$ cat config.mk
export PLATFORM = sky130hd
export DESIGN_NAME = rc6_block_sequencer
export DESIGN_NICKNAME = d
export VERILOG_FILES = /design/src/rtl/rc6_block_sequencer.sv
export SDC_FILE = /design/constraint.sdc
export NUM_CORES = 1
export LEC_CHECK = 0
export CORE_AREA = 2 2 322 324
export CTS_CLUSTER_DIAMETER = 120
export DETAILED_ROUTE_END_ITERATION = 8
export DIE_AREA = 0 0 324 326
export PLACE_DENSITY = 0.37
export SLEW_MARGIN = 30
export SYNTH_ARGS = -nofsm -noshare
export SYNTH_HDL_FRONTEND = slang
export SYNTH_SLANG_ARGS = --single-unit
$ cat constraint.sdc
create_clock -name i_clk -period 2.38 [get_ports i_clk]
set_input_delay 0.476 -clock i_clk [delete_from_list [all_inputs] [get_ports i_clk]]
set_output_delay 0.476 -clock i_clk [all_outputs]
set_load 0.02 [all_outputs]
$ cat src/rtl/rc6_block_sequencer.sv
// rc6_block_sequencer
// Sequences an rc6_core for streaming block encryption and decryption. It
// latches a key and mode, runs the core key schedule, then takes one 128-bit
// block at a time from an upstream stream. Each block goes to the core, and
// the result is handed to a downstream stream. A saturating watchdog catches
// a core that never answers.
//
// Ports:
//   i_clk, i_rst             clock, synchronous active-high reset
//   i_cfg_key/flag/start     key, mode (1 = encrypt) and load pulse
//   i_s_data/valid, o_s_ready  upstream block stream
//   o_m_data/valid, i_m_ready  downstream result stream
//   o_core_*, i_core_*       rc6_core control and data
//   o_key_ready              key schedule done for the current key
//   o_busy                   high in every state except IDLE, READY and ERROR
//   o_blk_cnt                blocks delivered since the last cfg_start
//   o_timeout                sticky watchdog error
//
// Handshake: a transfer happens on a rising edge where valid and ready are
// both high. Valid holds its data stable until that edge. Ready may rise
// without valid. Both streams here follow this rule.
module rc6_block_sequencer #(
  parameter int DATA_W  = 128,
  parameter int KEY_W   = 128,
  parameter int CNT_W   = 32,
  parameter int TIMEOUT = 1024
) (
  input  logic              i_clk,
  input  logic              i_rst,
  input  logic [KEY_W-1:0]  i_cfg_key,
  input  logic              i_cfg_flag,
  input  logic              i_cfg_start,
  input  logic [DATA_W-1:0] i_s_data,
  input  logic              i_s_valid,
  output logic              o_s_ready,
  output logic [DATA_W-1:0] o_m_data,
  output logic              o_m_valid,
  input  logic              i_m_ready,
  output logic              o_core_flag,
  output logic [KEY_W-1:0]  o_core_key,
  output logic              o_core_key_en,
  input  logic              i_core_key_ok,
  output logic [DATA_W-1:0] o_core_din,
  output logic              o_core_din_en,
  input  logic [DATA_W-1:0] i_core_dout,
  input  logic              i_core_dout_en,
  output logic              o_key_ready,
  output logic              o_busy,
  output logic [CNT_W-1:0]  o_blk_cnt,
  output logic              o_timeout
);

  localparam int TMR_W = $clog2(TIMEOUT) + 1;
  localparam logic [TMR_W-1:0] TMR_LAST = TMR_W'(TIMEOUT - 1);
  localparam logic [TMR_W-1:0] TMR_MAX  = '1;

  localparam logic [2:0] S_IDLE     = 3'd0;
  localparam logic [2:0] S_KEY_LOAD = 3'd1;
  localparam logic [2:0] S_KEY_WAIT = 3'd2;
  localparam logic [2:0] S_READY    = 3'd3;
  localparam logic [2:0] S_ISSUE    = 3'd4;
  localparam logic [2:0] S_WAIT_OUT = 3'd5;
  localparam logic [2:0] S_OUTPUT   = 3'd6;
  localparam logic [2:0] S_ERROR    = 3'd7;

  logic [2:0]        r_state;
  logic [TMR_W-1:0]  r_tmr;
  logic              r_s_ready;
  logic [DATA_W-1:0] r_m_data;
  logic              r_m_valid;
  logic              r_flag;
  logic [KEY_W-1:0]  r_key;
  logic              r_key_en;
  logic [DATA_W-1:0] r_din;
  logic              r_din_en;
  logic              r_key_ready;
  logic              r_busy;
  logic [CNT_W-1:0]  r_blk_cnt;
  logic              r_timeout;

  logic [2:0] w_next_state;
  logic       w_cfg_load;
  logic       w_key_seen;
  logic       w_accept;
  logic       w_dout_cap;
  logic       w_out_hs;
  logic       w_tmr_expired;

  // cfg_start only counts in the states that can take a new key; elsewhere
  // it is dropped, not queued.
  assign w_cfg_load    = i_cfg_start &&
                         (r_state == S_IDLE || r_state == S_READY || r_state == S_ERROR);
  // The timer is 0 in the first KEY_WAIT cycle. Requiring it to be non-zero
  // rejects a key_ok left over from the previous key.
  assign w_key_seen    = (r_state == S_KEY_WAIT) && i_core_key_ok && (r_tmr != '0);
  // cfg_start beats a same-cycle upstream valid.
  assign w_accept      = (r_state == S_READY) && !i_cfg_start && i_s_valid && r_s_ready;
  assign w_dout_cap    = (r_state == S_WAIT_OUT) && i_core_dout_en;
  assign w_out_hs      = (r_state == S_OUTPUT) && r_m_valid && i_m_ready;
  assign w_tmr_expired = (r_tmr == TMR_LAST);

  always_comb begin
    w_next_state = r_state;
    case (r_state)
      S_IDLE:     if (w_cfg_load) w_next_state = S_KEY_LOAD;
      S_KEY_LOAD: w_next_state = S_KEY_WAIT;
      S_KEY_WAIT: begin
        if (w_key_seen)         w_next_state = S_READY;
        else if (w_tmr_expired) w_next_state = S_ERROR;
      end
      S_READY: begin
        if (w_cfg_load)    w_next_state = S_KEY_LOAD;
        else if (w_accept) w_next_state = S_ISSUE;
      end
      S_ISSUE:    w_next_state = S_WAIT_OUT;
      S_WAIT_OUT: begin
        if (w_dout_cap)         w_next_state = S_OUTPUT;
        else if (w_tmr_expired) w_next_state = S_ERROR;
      end
      S_OUTPUT:   if (w_out_hs) w_next_state = S_READY;
      S_ERROR:    if (w_cfg_load) w_next_state = S_KEY_LOAD;
      default:    w_next_state = S_IDLE;
    endcase
  end

  always_ff @(posedge i_clk) begin
    if (i_rst) begin
      r_state     <= S_IDLE;
      r_tmr       <= '0;
      r_s_ready   <= 1'b0;
      r_m_data    <= '0;
      r_m_valid   <= 1'b0;
      r_flag      <= 1'b0;
      r_key       <= '0;
      r_key_en    <= 1'b0;
      r_din       <= '0;
      r_din_en    <= 1'b0;
      r_key_ready <= 1'b0;
      r_busy      <= 1'b0;
      r_blk_cnt   <= '0;
      r_timeout   <= 1'b0;
    end else begin
      r_state <= w_next_state;

      // State-decoded outputs are registered from the next state, so they
      // line up with the state they belong to.
      r_s_ready <= (w_next_state == S_READY);
      r_key_en  <= (w_next_state == S_KEY_LOAD);
      r_din_en  <= (w_next_state == S_ISSUE);
      r_busy    <= !(w_next_state == S_IDLE || w_next_state == S_READY ||
                     w_next_state == S_ERROR);

      if (w_cfg_load) begin
        r_key     <= i_cfg_key;
        r_flag    <= i_cfg_flag;
        r_blk_cnt <= '0;
        r_timeout <= 1'b0;
      end

      if (w_next_state == S_KEY_LOAD) r_key_ready <= 1'b0;
      else if (w_key_seen)            r_key_ready <= 1'b1;

      // The watchdog restarts before each wait and saturates, so it cannot
      // wrap back to zero.
      if (r_state == S_KEY_LOAD || r_state == S_ISSUE)
        r_tmr <= '0;
      else if ((r_state == S_KEY_WAIT || r_state == S_WAIT_OUT) && r_tmr != TMR_MAX)
        r_tmr <= r_tmr + 1'b1;

      if (w_accept) r_din <= i_s_data;

      if (w_dout_cap) begin
        r_m_data  <= i_core_dout;
        r_m_valid <= 1'b1;
      end else if (w_out_hs) begin
        r_m_valid <= 1'b0;
        r_blk_cnt <= r_blk_cnt + 1'b1;
      end

      if (w_next_state == S_ERROR && r_state != S_ERROR) r_timeout <= 1'b1;
    end
  end

  assign o_s_ready     = r_s_ready;
  assign o_m_data      = r_m_data;
  assign o_m_valid     = r_m_valid;
  assign o_core_flag   = r_flag;
  assign o_core_key    = r_key;
  assign o_core_key_en = r_key_en;
  assign o_core_din    = r_din;
  assign o_core_din_en = r_din_en;
  assign o_key_ready   = r_key_ready;
  assign o_busy        = r_busy;
  assign o_blk_cnt     = r_blk_cnt;
  assign o_timeout     = r_timeout;

endmodule

==> flow_summary.html <==
<table>
<tr><th>Metric</th><th>Value</th></tr>
<tr><th colspan="2">Run status</th></tr>
<tr><td>Status</td><td>finished clean</td></tr>
<tr><th colspan="2">Synth</th></tr>
<tr><td>Adder-Cell Fraction of Synth Area</td><td>less than 1%</td></tr>
<tr><td>Dominant combinational cell family by area after synthesis</td><td>simple AND/OR/NAND/NOR gates</td></tr>
<tr><td>Number of enable-type register cells in the synthesized netlist</td><td>0</td></tr>
<tr><td>Proportion of synthesized flip-flops having asynchronous set or reset</td><td>0%</td></tr>
<tr><td>Mean post-synth cell area</td><td>7.87 um^2</td></tr>
<tr><td>Synth Area in Compound Gates</td><td>14.5%</td></tr>
<tr><td>Gate count of the mapped netlist</td><td>1997</td></tr>
<tr><td>Area share of and/or/nand/nor cells after synthesis</td><td>24.5%</td></tr>
<tr><td>Nets in the synthesized netlist</td><td>between 2000 and 2500</td></tr>
<tr><td>Synthesis-stage register bit count</td><td>about 440</td></tr>
<tr><td>Netlist area before placement</td><td>15700 um^2</td></tr>
<tr><td>Parity-gate share of the synthesized area counting xor and xnor cells</td><td>0.836%</td></tr>
<tr><td>Warnings, synthesis</td><td>0</td></tr>
<tr><td>Proportion of synthesized chip area in sequential cells</td><td>55.8%</td></tr>
<tr><td>Share of cell area taken by muxes after synthesis</td><td>0.414%</td></tr>
<tr><td>Number of distinct standard cells referenced by the synthesized netlist</td><td>49</td></tr>
<tr><td>Main flop type after synthesis</td><td>sky130_fd_sc_hd__dfxtp_1</td></tr>
<tr><th colspan="2">Floorplanning</th></tr>
<tr><td>DIE AREA</td><td>106000 um^2</td></tr>
<tr><td>Die width</td><td>324 um</td></tr>
<tr><td>Die Y</td><td>326 um</td></tr>
<tr><td>Io pins</td><td>816</td></tr>
<tr><td>Total core area</td><td>103000 um^2</td></tr>
<tr><td>Rows</td><td>between 100 and 150</td></tr>
<tr><td>Initial Utilization</td><td>approximately 15%</td></tr>
<tr><th colspan="2">Place</th></tr>
<tr><td>Placer congestion estimate</td><td>between 0.7 and 0.8</td></tr>
<tr><td>Count of input and output buffers</td><td>between 800 and 900</td></tr>
<tr><td>HPWL after detailed placement</td><td>55.6 mm</td></tr>
<tr><td>Cell area after placement</td><td>between 20000 and 30000 um^2</td></tr>
<tr><td>Setup slack after placement</td><td>roughly 0.13 ns</td></tr>
<tr><th colspan="2">Timing</th></tr>
<tr><td>Setup TNS</td><td>0 ns</td></tr>
<tr><td>Clock skew after layout</td><td>0.0187 ns</td></tr>
<tr><td>Minimum period implied by the final worst setup slack</td><td>2.31 ns</td></tr>
<tr><td>Number of hold violations in the final report</td><td>0</td></tr>
<tr><td>Worst relative slew slack</td><td>45.1%</td></tr>
<tr><td>Worst slew pin tran</td><td>around 0.82 ns</td></tr>
<tr><td>Unrepaired setup endpoints after global routing</td><td>no</td></tr>
<tr><td>Worst path setup slack after routing</td><td>0.0656 ns</td></tr>
<tr><td>Final clock period utilization by the worst path</td><td>97.2%</td></tr>
<tr><td>Count of final max-slew check failures</td><td>0</td></tr>
<tr><td>Setup violation total in the final timing report</td><td>0</td></tr>
<tr><td>Maximum clock frequency</td><td>approximately 0.43 GHz</td></tr>
<tr><th colspan="2">GRT</th></tr>
<tr><td>Sum of overflow across all layers after global routing</td><td>0</td></tr>
<tr><td>Antenna violations before repair</td><td>5</td></tr>
<tr><td>First-pass GRT wire length</td><td>107 mm</td></tr>
<tr><td>Vias in the first global route</td><td>16448</td></tr>
<tr><td>Maximum number of pins on one net before global-route repair</td><td>146</td></tr>
<tr><td>Gr usage total</td><td>13.3%</td></tr>
<tr><th colspan="2">Clock tree</th></tr>
<tr><td>Number of buffers created by CTS</td><td>57</td></tr>
<tr><td>TritonCTS sink count</td><td>approximately 440</td></tr>
<tr><td>H-tree level count</td><td>2</td></tr>
<tr><td>Clk Latency, worst-skew pair</td><td>0.63 ns</td></tr>
<tr><td>Clk root buf</td><td>sky130_fd_sc_hd__clkbuf_16</td></tr>
<tr><td>Clock Tree Buf Depth</td><td>3</td></tr>
<tr><td>CTS tree</td><td>yes</td></tr>
<tr><td>Clock slew at reported path FFs</td><td>0.06 ns</td></tr>
<tr><th colspan="2">Min path</th></tr>
<tr><td>Kind of path behind the tightest hold check</td><td>in -&gt; reg</td></tr>
<tr><th colspan="2">Critical path</th></tr>
<tr><td>Critical path type</td><td>reg -&gt; out</td></tr>
<tr><td>Biggest fanout along the worst timing path</td><td>5</td></tr>
<tr><td>CP max-delay cell</td><td>sky130_fd_sc_hd__clkdlybuf4s50_1</td></tr>
<tr><td>Cell class contributing the biggest share of worst-path delay</td><td>buffers and inverters</td></tr>
<tr><td>Setup crit end kind</td><td>output port</td></tr>
<tr><td>WP data required</td><td>~1.9 ns</td></tr>
<tr><td>Largest incremental delay on the critical path</td><td>approximately 0.80 ns</td></tr>
<tr><td>Crit path DAT</td><td>approximately 1.8 ns</td></tr>
<tr><td>Number of buffer and inverter stages on the critical path</td><td>1</td></tr>
<tr><td>Slack of the worst reg-to-reg path</td><td>0.21 ns</td></tr>
<tr><td>Critical Path Start Type</td><td>flop</td></tr>
<tr><td>CP Cell Sequence</td><td>clkdlybuf4s50_1</td></tr>
<tr><th colspan="2">Power and ir drop</th></tr>
<tr><td>Final total power</td><td>roughly 0.019 W</td></tr>
<tr><td>Power density over the cells</td><td>between 600 and 700 nW/um^2</td></tr>
<tr><td>Maximum VDD drop</td><td>530 uV</td></tr>
<tr><td>Static leakage</td><td>9.44 nW</td></tr>
<tr><th colspan="2">Routing</th></tr>
<tr><td>Overall routed net length</td><td>74.1 mm</td></tr>
<tr><td>Number of DRC violations after detailed routing</td><td>0</td></tr>
<tr><td>Number of DRC violations after detailed-routing iteration 0</td><td>600</td></tr>
<tr><td>Detailed-route vias per instance</td><td>3.92</td></tr>
<tr><td>Antenna Nets Post-Route</td><td>0</td></tr>
<tr><td>Length of the first detailed-routing pass in iterations</td><td>7</td></tr>
<tr><td>Count of vias placed by the detailed router</td><td>16575</td></tr>
<tr><td>Final routed wire length divided by cell count</td><td>17.5 um</td></tr>
<tr><th colspan="2">Finish</th></tr>
<tr><td>Fraction of final layout cells with drive strength greater than 1</td><td>6.47%</td></tr>
<tr><td>Syn-to-layout area delta</td><td>77.2%</td></tr>
<tr><td>Util after Layout</td><td>27.1%</td></tr>
<tr><td>Post-layout net count</td><td>3191</td></tr>
<tr><td>Area of all placed cells without fillers</td><td>27900 um^2</td></tr>
<tr><td>Fill cell instance count of the final layout</td><td>roughly 11000</td></tr>
<tr><th colspan="2">Job</th></tr>
<tr><td>Number of max-cap violations</td><td>0</td></tr>
</table>
==> cells by family after synthesis <==
logic type      after synthesis
compound gates              437
buf+inv                     153
fa+ha+maj                     3
mux                           6
simple gates                945
xor+xnor                     15
flops                       438
==> sequential cells by signal, summed over array words and instances (netlist names), 3 cells and up <==
register and cells:
o_core_key 128, r_tmr 11, r_state 3, o_blk_cnt 32, o_core_din 128, o_m_data 128
==> layout make-up <==
class	instances	area (um^2)	share of cell area, %
timing repair buffer	885	8960	32.2
multi-input combinational	1406	6410	23.0
clock inverter	23	260	0.934
inverter	8	30.0	0.108
tap	1380	1730	6.20
sequential	438	8770	31.5
clock buffer	83	1700	6.09
antenna	4	10.0	0.0359
==> cells in the mapped netlist (8+ instances only) <==
cell type / n / area (um^2)
sky130_fd_sc_hd__nor2_1: 38 / 143
sky130_fd_sc_hd__inv_1: 8 / 30.0
sky130_fd_sc_hd__dfxtp_1: 438 / 8770
sky130_fd_sc_hd__xnor2_1: 14 / 123
sky130_fd_sc_hd__o21ai_0: 10 / 50.1
sky130_fd_sc_hd__nand2_1: 802 / 3010
sky130_fd_sc_hd__nor4_1: 10 / 62.6
sky130_fd_sc_hd__nand3_1: 20 / 100
sky130_fd_sc_hd__a21oi_1: 404 / 2020
sky130_fd_sc_hd__nand4_1: 13 / 81.3
sky130_fd_sc_hd__and3_1: 9 / 56.3
sky130_fd_sc_hd__or3_1: 8 / 50.1
sky130_fd_sc_hd__clkbuf_1: 133 / 499
==> repair_timing <==
item / 4_1_cts / 5_1_grt
endpoints found under the setup margin: 9 / 2
hold buffers: 0 / 0
gates resized for setup: 9 / 2
buffers inserted: 0 / 0
==> cells in the final DEF, fill, tap and decap left out, types with 6 or more instances in the layout <==
master	netlist	routed
sky130_fd_sc_hd__a21oi_1	404	404
sky130_fd_sc_hd__and3_1	9	8
sky130_fd_sc_hd__buf_12	0	22
sky130_fd_sc_hd__buf_4	0	48
sky130_fd_sc_hd__clkbuf_1	133	11
sky130_fd_sc_hd__clkbuf_16	0	59
sky130_fd_sc_hd__clkbuf_8	0	13
sky130_fd_sc_hd__clkdlybuf4s50_1	0	803
sky130_fd_sc_hd__clkinv_2	0	13
sky130_fd_sc_hd__dfxtp_1	438	438
sky130_fd_sc_hd__dlygate4sd2_1	0	9
sky130_fd_sc_hd__inv_1	8	8
sky130_fd_sc_hd__nand2_1	802	802
sky130_fd_sc_hd__nand3_1	20	19
sky130_fd_sc_hd__nand4_1	13	13
sky130_fd_sc_hd__nor2_1	38	38
sky130_fd_sc_hd__nor3_1	6	6
sky130_fd_sc_hd__nor4_1	10	10
sky130_fd_sc_hd__o21ai_0	10	9
sky130_fd_sc_hd__or3_1	8	8
sky130_fd_sc_hd__or4_1	6	6
sky130_fd_sc_hd__xnor2_1	14	14
==> layer usage <==
layer | global-route usage, % | up-vias | routed length (um)
li1 | - | 8163 | -
met1 | 15.0 | 7709 | 29200
met2 | 23.2 | 602 | 36200
met3 | 5.05 | 101 | 6760
met4 | 4.00 | 0 | 2000
met5 | 0 | - | 0
==> worst paths after layout <==
check	from	end	depth (start not counted)
min	i_rst	r_state[1]$_SDFF_PP0_	2
min reg2reg	o_core_key[124]$_SDFFE_PP0P_	o_core_key[124]$_SDFFE_PP0P_	2
max reg2reg	r_tmr[0]$_SDFFE_PP0P_	o_core_din_en$_SDFF_PP0_	7
max	o_blk_cnt[9]$_SDFF_PP0_	o_blk_cnt[9]	1
==> power by group <==
group | switching, W | internal, W
registers | 0.0000927 | 0.00750
clock network | 0.00353 | 0.00547
logic | 0.000887 | 0.00103
total | 0.00451 | 0.0140
==> per-stage QoR <==
| stage | std cells | hold slack [ns] |
|---|---|---|
| global route | 4226 | 0.112 |
| detailed placement | 4117 | 0.446 |
| finish | 4227 | 0.161 |
| CTS | 4223 | 0.0899 |
| floorplan | 1997 | 0.484 |
| global placement | 4117 | 0.441 |
Note: power is estimated with default switching activity, not from simulation.
